`config.mk`:
```
export PLATFORM = sky130hd
export DESIGN_NAME = encoder_8b10b_multilane
export DESIGN_NICKNAME = d
export VERILOG_FILES = /design/src/rtl/encoder_8b10b_pkg.sv /design/src/rtl/encoder_8b10b_lane_comb.sv /design/src/rtl/encoder_8b10b_multilane.sv
export SDC_FILE = /design/constraint.sdc
export NUM_CORES = 1
export LEC_CHECK = 0
export ABC_AREA = 1
export BUFFER_PORTS_ARGS = -buffer_cell sky130_fd_sc_hd__buf_2
export CAP_MARGIN = 10
export CORE_MARGIN = 2
export CORE_UTILIZATION = 45
export CTS_CLUSTER_DIAMETER = 150
export DETAILED_ROUTE_END_ITERATION = 16
export PLACE_DENSITY_LB_ADDON = 0.05
export SETUP_SLACK_MARGIN = 0.3
export SLEW_MARGIN = 30
export SYNTH_ARGS = -nofsm -noshare
export SYNTH_HDL_FRONTEND = slang
export SYNTH_SLANG_ARGS = --single-unit
```
`constraint.sdc`:
```
create_clock -name SBYTECLK -period 6.25 [get_ports SBYTECLK]
set_input_delay 1.25 -clock SBYTECLK [delete_from_list [all_inputs] [get_ports SBYTECLK]]
set_output_delay 1.25 -clock SBYTECLK [all_outputs]
set_load 0.03 [all_outputs]
```
`src/rtl/encoder_8b10b_pkg.sv`:
```
// Shared 8b/10b constants and sub-block code tables.
// Tables hold the RD- column; the RD+ column is derived by complementing where required.
package encoder_8b10b_pkg;

   localparam logic RD_NEG = 1'b0;
   localparam logic RD_POS = 1'b1;

   localparam logic [7:0] K28_5 = 8'hBC;
   localparam logic [7:0] K23_7 = 8'hF7;
   localparam logic [7:0] K27_7 = 8'hFB;
   localparam logic [7:0] K29_7 = 8'hFD;
   localparam logic [7:0] K30_7 = 8'hFE;

   localparam logic [5:0] K28_6B_NEG = 6'b001111;

   // abcdei for data EDCBA, RD- column
   function automatic logic [5:0] enc6_neg(input logic [4:0] x);
      logic [5:0] c;
      case (x)
         5'd0:  c = 6'b100111;
         5'd1:  c = 6'b011101;
         5'd2:  c = 6'b101101;
         5'd3:  c = 6'b110001;
         5'd4:  c = 6'b110101;
         5'd5:  c = 6'b101001;
         5'd6:  c = 6'b011001;
         5'd7:  c = 6'b111000;
         5'd8:  c = 6'b111001;
         5'd9:  c = 6'b100101;
         5'd10: c = 6'b010101;
         5'd11: c = 6'b110100;
         5'd12: c = 6'b001101;
         5'd13: c = 6'b101100;
         5'd14: c = 6'b011100;
         5'd15: c = 6'b010111;
         5'd16: c = 6'b011011;
         5'd17: c = 6'b100011;
         5'd18: c = 6'b010011;
         5'd19: c = 6'b110010;
         5'd20: c = 6'b001011;
         5'd21: c = 6'b101010;
         5'd22: c = 6'b011010;
         5'd23: c = 6'b111010;
         5'd24: c = 6'b110011;
         5'd25: c = 6'b100110;
         5'd26: c = 6'b010110;
         5'd27: c = 6'b110110;
         5'd28: c = 6'b001110;
         5'd29: c = 6'b101110;
         5'd30: c = 6'b011110;
         default: c = 6'b101011;
      endcase
      return c;
   endfunction

   // fghj for data HGF, column for RD- after the 6b sub-block
   function automatic logic [3:0] enc4_neg(input logic [2:0] y, input logic a7);
      logic [3:0] c;
      case (y)
         3'd0: c = 4'b1011;
         3'd1: c = 4'b1001;
         3'd2: c = 4'b0101;
         3'd3: c = 4'b1100;
         3'd4: c = 4'b1101;
         3'd5: c = 4'b1010;
         3'd6: c = 4'b0110;
         default: c = a7 ? 4'b0111 : 4'b1110;
      endcase
      return c;
   endfunction

   // K.28.y fghj, column for RD- after the 6b sub-block
   function automatic logic [3:0] k28_enc4_neg(input logic [2:0] y);
      logic [3:0] c;
      case (y)
         3'd0: c = 4'b1011;
         3'd1: c = 4'b0110;
         3'd2: c = 4'b1010;
         3'd3: c = 4'b1100;
         3'd4: c = 4'b1101;
         3'd5: c = 4'b0101;
         3'd6: c = 4'b1001;
         default: c = 4'b0111;
      endcase
      return c;
   endfunction

endpackage

```
`src/rtl/encoder_8b10b_lane_comb.sv`:
```
// Combinational single-lane 8b/10b encoder: byte, K and RD in; symbol, RD and K error out.
module encoder_8b10b_lane_comb
   import encoder_8b10b_pkg::*;
(
   input  logic [7:0] data,
   input  logic       k,
   input  logic       rd_in,
   output logic [9:0] symbol,
   output logic       rd_out,
   output logic       kerr
);

   logic [4:0] x;
   logic [2:0] y;
   logic       k28, kx7, is_k, a7, rd_mid, unbal6, unbal4, flip4;
   logic [5:0] c6_neg, c6;
   logic [3:0] c4_neg, c4;

   always_comb begin
      x    = data[4:0];
      y    = data[7:5];
      k28  = (x == 5'd28);
      kx7  = (data == K23_7) || (data == K27_7) || (data == K29_7) || (data == K30_7);
      is_k = k && (k28 || kx7);
      // Illegal K falls back to plain data encoding
      kerr = k && !(k28 || kx7);

      c6_neg = (is_k && k28) ? K28_6B_NEG : enc6_neg(x);
      unbal6 = ($countones(c6_neg) != 3);
      c6     = (rd_in && (unbal6 || x == 5'd7)) ? ~c6_neg : c6_neg;
      rd_mid = rd_in ^ unbal6;

      a7 = is_k ? 1'b1 :
           (y == 3'd7) && ((!rd_mid && (x == 5'd17 || x == 5'd18 || x == 5'd20)) ||
                           (rd_mid && (x == 5'd11 || x == 5'd13 || x == 5'd14)));
      c4_neg = (is_k && k28) ? k28_enc4_neg(y) : enc4_neg(y, a7);
      unbal4 = ($countones(c4_neg) != 2);
      // K.28 columns always complement; data only for unbalanced and x.3 codes
      flip4  = rd_mid && (unbal4 || y == 3'd3 || (is_k && k28));
      c4     = flip4 ? ~c4_neg : c4_neg;
      rd_out = rd_mid ^ unbal4;

      symbol = {c6, c4};
   end

endmodule

```
`src/rtl/encoder_8b10b_multilane.sv`:
```
// Multi-lane 8b/10b encoder: lanes chained on running disparity, one-cycle registered output.
module encoder_8b10b_multilane
   import encoder_8b10b_pkg::*;
#(
   parameter int unsigned LANES   = 2,
   parameter bit          INIT_RD = 1'b0
) (
   input  logic                  SBYTECLK,
   input  logic                  RESET,
   input  logic                  i_valid,
   input  logic [LANES*8-1:0]    i_data8b,
   input  logic [LANES-1:0]      K,
   output logic                  o_valid,
   output logic [LANES*10-1:0]   o_data10b,
   output logic [LANES-1:0]      o_kerr,
   output logic                  o_rd
);

   logic [LANES:0]        rd_chain;
   logic [LANES*10-1:0]   sym;
   logic [LANES-1:0]      kerr;
   logic                  rd_q, valid_q;
   logic [LANES*10-1:0]   data_q;
   logic [LANES-1:0]      kerr_q;

   assign rd_chain[0] = rd_q;

   for (genvar n = 0; n < LANES; n++) begin : g_lane
      encoder_8b10b_lane_comb u_lane (
         .data   (i_data8b[8*n +: 8]),
         .k      (K[n]),
         .rd_in  (rd_chain[n]),
         .symbol (sym[10*n +: 10]),
         .rd_out (rd_chain[n+1]),
         .kerr   (kerr[n])
      );
   end

   always_ff @(posedge SBYTECLK or posedge RESET) begin
      if (RESET) begin
         valid_q <= 1'b0;
         data_q  <= '0;
         kerr_q  <= '0;
         rd_q    <= INIT_RD;
      end else begin
         valid_q <= i_valid;
         // Idle cycles hold the symbol and consume no disparity
         if (i_valid) begin
            data_q <= sym;
            kerr_q <= kerr;
            rd_q   <= rd_chain[LANES];
         end
      end
   end

   assign o_valid   = valid_q;
   assign o_data10b = data_q;
   assign o_kerr    = kerr_q;
   assign o_rd      = rd_q;

endmodule
```
==> flow_metrics.env <==
export IMPL_wl_mm=8.164
export IMPL_critPathRequiredTime_ns=6.41
export IMPL_cts_tree="done"
export IMPL_period_share_pct=118.2
export IMPL_finalWorstSetupSlack_ns=-1.137
export IMPL_areaGrowthSynthToFinish_pct=53.04
export IMPL_clkTransAtPathRegs_ns=0.10
export IMPL_grt_max_degree=36
export IMPL_start_kind="input pin"
export IMPL_rows=28
export IMPL_skew_ns=0.008837
export IMPL_dr_pass1_iters=5
export IMPL_hold_slack_ns=0.4844
export IMPL_cts_hold_buf=0
export IMPL_hold_viol=0
export IMPL_grt_remaining_overflow=0
export IMPL_vias_per_cell=5.120
export IMPL_gr_usage_all_layers_pct=24.48
export IMPL_syn_area_mm2=0.002741
export IMPL_place_inst=536
export IMPL_die_area_mm2=0.006732
export IMPL_ys_seq_area_share_pct=21.91
export IMPL_drc_errors=0
export IMPL_finalSetupViolCount=5
export IMPL_final_cells=582
export IMPL_period_minus_slack_ns=7.387
export IMPL_ant_nets=0
export IMPL_cts_path_max_buffers=2
export IMPL_fin_area_mm2=0.004195
export IMPL_root_buffer="clkbuf_8"
export IMPL_synthArstFlopShare_pct=100.0
export IMPL_slew_violations=0
export IMPL_ir_worst_vdd_v=0.0003014
export IMPL_leakagePower_uw=0.002107
export IMPL_cap_violations=0
export IMPL_htreeDepth=1
export IMPL_antenna_found_initial=0
export IMPL_rsz0062_at_grt="true"
export IMPL_numCtsBuffers=3
export IMPL_gp_congestion=0.9706
export IMPL_place_ws_ns=-1.458
export IMPL_max_freq_mhz=135.4
export IMPL_die_width_um=82.05
export IMPL_endpoint_kind="register"
export IMPL_grt_pass1_vias=2811
export IMPL_syn_inst=375
export IMPL_ys_ff_latch=24
export IMPL_yosys_cell_types_count=49
export IMPL_vias=2980
export IMPL_crit_slowest_cell="fa_2"
export IMPL_critPathKind="input pin to register"
export IMPL_yosysWarnings=0
export IMPL_yosysMostFrequentCell="nand2_1"
export IMPL_port_buffers=44
export IMPL_dieHeight_um=82.05
export IMPL_n_antenna_cell=0
export IMPL_drive_gt1_share_pct=48.72
export IMPL_setup_tns_ns=-5.504
export IMPL_drt_wirelength_per_cell_um=14.03
export IMPL_fin_nets=563
export IMPL_num_fill_cells=480
export IMPL_critical_path_max_fanout=5
export IMPL_synth_nets=430
export IMPL_drtIter0Drc=138
export IMPL_failed_checks="negative setup slack"
export IMPL_dp_hpwl_mm=5.672
export IMPL_max_stage_delay_ns=0.58
export IMPL_worstMarginPinSlew_ns=0.5650
export IMPL_core_mm2=0.005921
export IMPL_synth_area_top_cells="dfrtp_1 (22%), ha_1 (13%), nand2_1 (11%)"
export IMPL_netlist_area_leader_share_pct=21.91
export IMPL_netlist_top_cells_count="nand2_1 (78), inv_1 (42), nor2_1 (31)"
export IMPL_clock_sinks=24
export IMPL_status="finished, violations left"
export IMPL_hold_path_class="register to register"
export IMPL_clock_latency_ns=0.28
export IMPL_synth_area_leader_cell="dfrtp_1"
export IMPL_io_pins=45
export IMPL_relSlewSlack_pct=62.28
export IMPL_avgSynthCellArea_um2=7.310
export IMPL_grt_pass1_wl_mm=12.85
export IMPL_p_per_area_mw_per_mm2=323.3
export IMPL_cp_arrival_ns=7.55
export IMPL_dominantRegCellSynth="dfrtp_1"
export IMPL_synth_edff_count=0
export IMPL_placed_area_mm2=0.003447
export IMPL_initial_utilization_pct=46.30
[kinds of logic (layout without fill, tap and decap cells)]
logic type / Yosys count / in the layout / synth area share (%)
XOR/XNOR: 15 / 15 / 4.792
AND/OR/NAND/NOR: 165 / 165 / 28.85
AO/OA/AOI/OAI: 73 / 73 / 17.30
flip-flops: 24 / 24 / 21.91
buffers and inverters: 64 / 196 / 9.995
adder cells (fa/ha/maj): 34 / 34 / 17.16
[area by class of cell]
cell class              instances  area [um2]  share of cell area [%]
clock buffers                   3       41.29                  0.9842
clock inverters                 1       30.03                  0.7158
inverters                      55       227.7                   5.428
multi-input cells             287        2237                   53.33
flip-flops and latches         24       600.6                   14.32
well taps                      75       93.84                   2.237
repair buffers                137       964.7                   22.99
[state kept, by name (all words and copies together) (netlist names)]
signal / count
o_kerr: 2
o_rd: 1
o_data10b: 20
o_valid: 1
[report_power, final]
group	leakage (uW)	total (uW)	internal, uW	switching [uW]
Sequential	0.000289	260	222	38.2
Clock	0.0000357	143	85.8	57.1
Combinational	0.00178	953	394	559
Total	0.00211	1360	702	655
[critical path: cells and delay by family]
kind / cells / cell delay (ns)
AO/OA/AOI/OAI: 5 / 0.59
XOR/XNOR: 1 / 0.17
adder cells (fa/ha/maj): 10 / 2.93
buffers and inverters: 10 / 0.71
AND/OR/NAND/NOR: 21 / 1.86
[through the flow]
stage	power [uW]	util, %
final	1356	70.86
after global routing	1469	70.86
after CTS	1237	65.98
after detailed placement	1017	58.22
after global placement	1011	58.22
after floorplan	783.9	-
[path summary, 6_finish.rpt]
path	to	depth (start not counted)	from	slack [ns]
max reg2reg	o_data10b[11]	32	o_rd	1.45
min reg2reg	o_data10b[10]	2	o_data10b[10]	0.48
max in group asynchronous	o_data10b[19]	2	RESET	4.86
min	o_data10b[10]	2	o_data10b[10]	0.48
min in group asynchronous	o_data10b[16]	2	RESET	1.01
max	o_data10b[11]	47	i_data8b[1]	-1.14
[layer usage]
layer | global-route usage (%) | routed length [um] | vias to the layer above
met5 | 0 | 0 | -
met4 | 5.833 | 144 | 0
met3 | 4.835 | 364 | 19
met2 | 39.84 | 3931 | 81
met1 | 33.29 | 3723 | 1379
li1 | - | - | 1501
[cells in the final DEF (no fill, tap or decap), types with 3 or more instances in the layout]
| cell | instances |
|---|---|
| buf_4 | 90 |
| nand2_1 | 68 |
| buf_2 | 41 |
| inv_1 | 33 |
| nor2_1 | 26 |
| dfrtp_1 | 24 |
| o21ai_0 | 17 |
| o21ai_1 | 16 |
| inv_2 | 14 |
| nand2_2 | 14 |
| nand3_1 | 13 |
| ha_1 | 13 |
| xor2_1 | 12 |
| nand3_2 | 11 |
| ha_4 | 10 |
| nand2_4 | 8 |
| a21oi_1 | 8 |
| nand3_4 | 6 |
| o211ai_1 | 5 |
| nor2_2 | 5 |
| ha_2 | 5 |
| nor3_1 | 4 |
| o22ai_1 | 4 |
| fa_1 | 4 |
| nor2_4 | 3 |
| inv_4 | 3 |
| a21oi_2 | 3 |
| a31oi_1 | 3 |
| clkbuf_8 | 3 |
| buf_6 | 3 |
[repair_timing]
item	in CTS	in global routing
endpoints found under the setup margin	5	15
pin swaps	36	38
hold endpoints to repair	0	0
gates resized for setup	21	52
setup buffers	37	5
(Power assumes the default switching activity.)
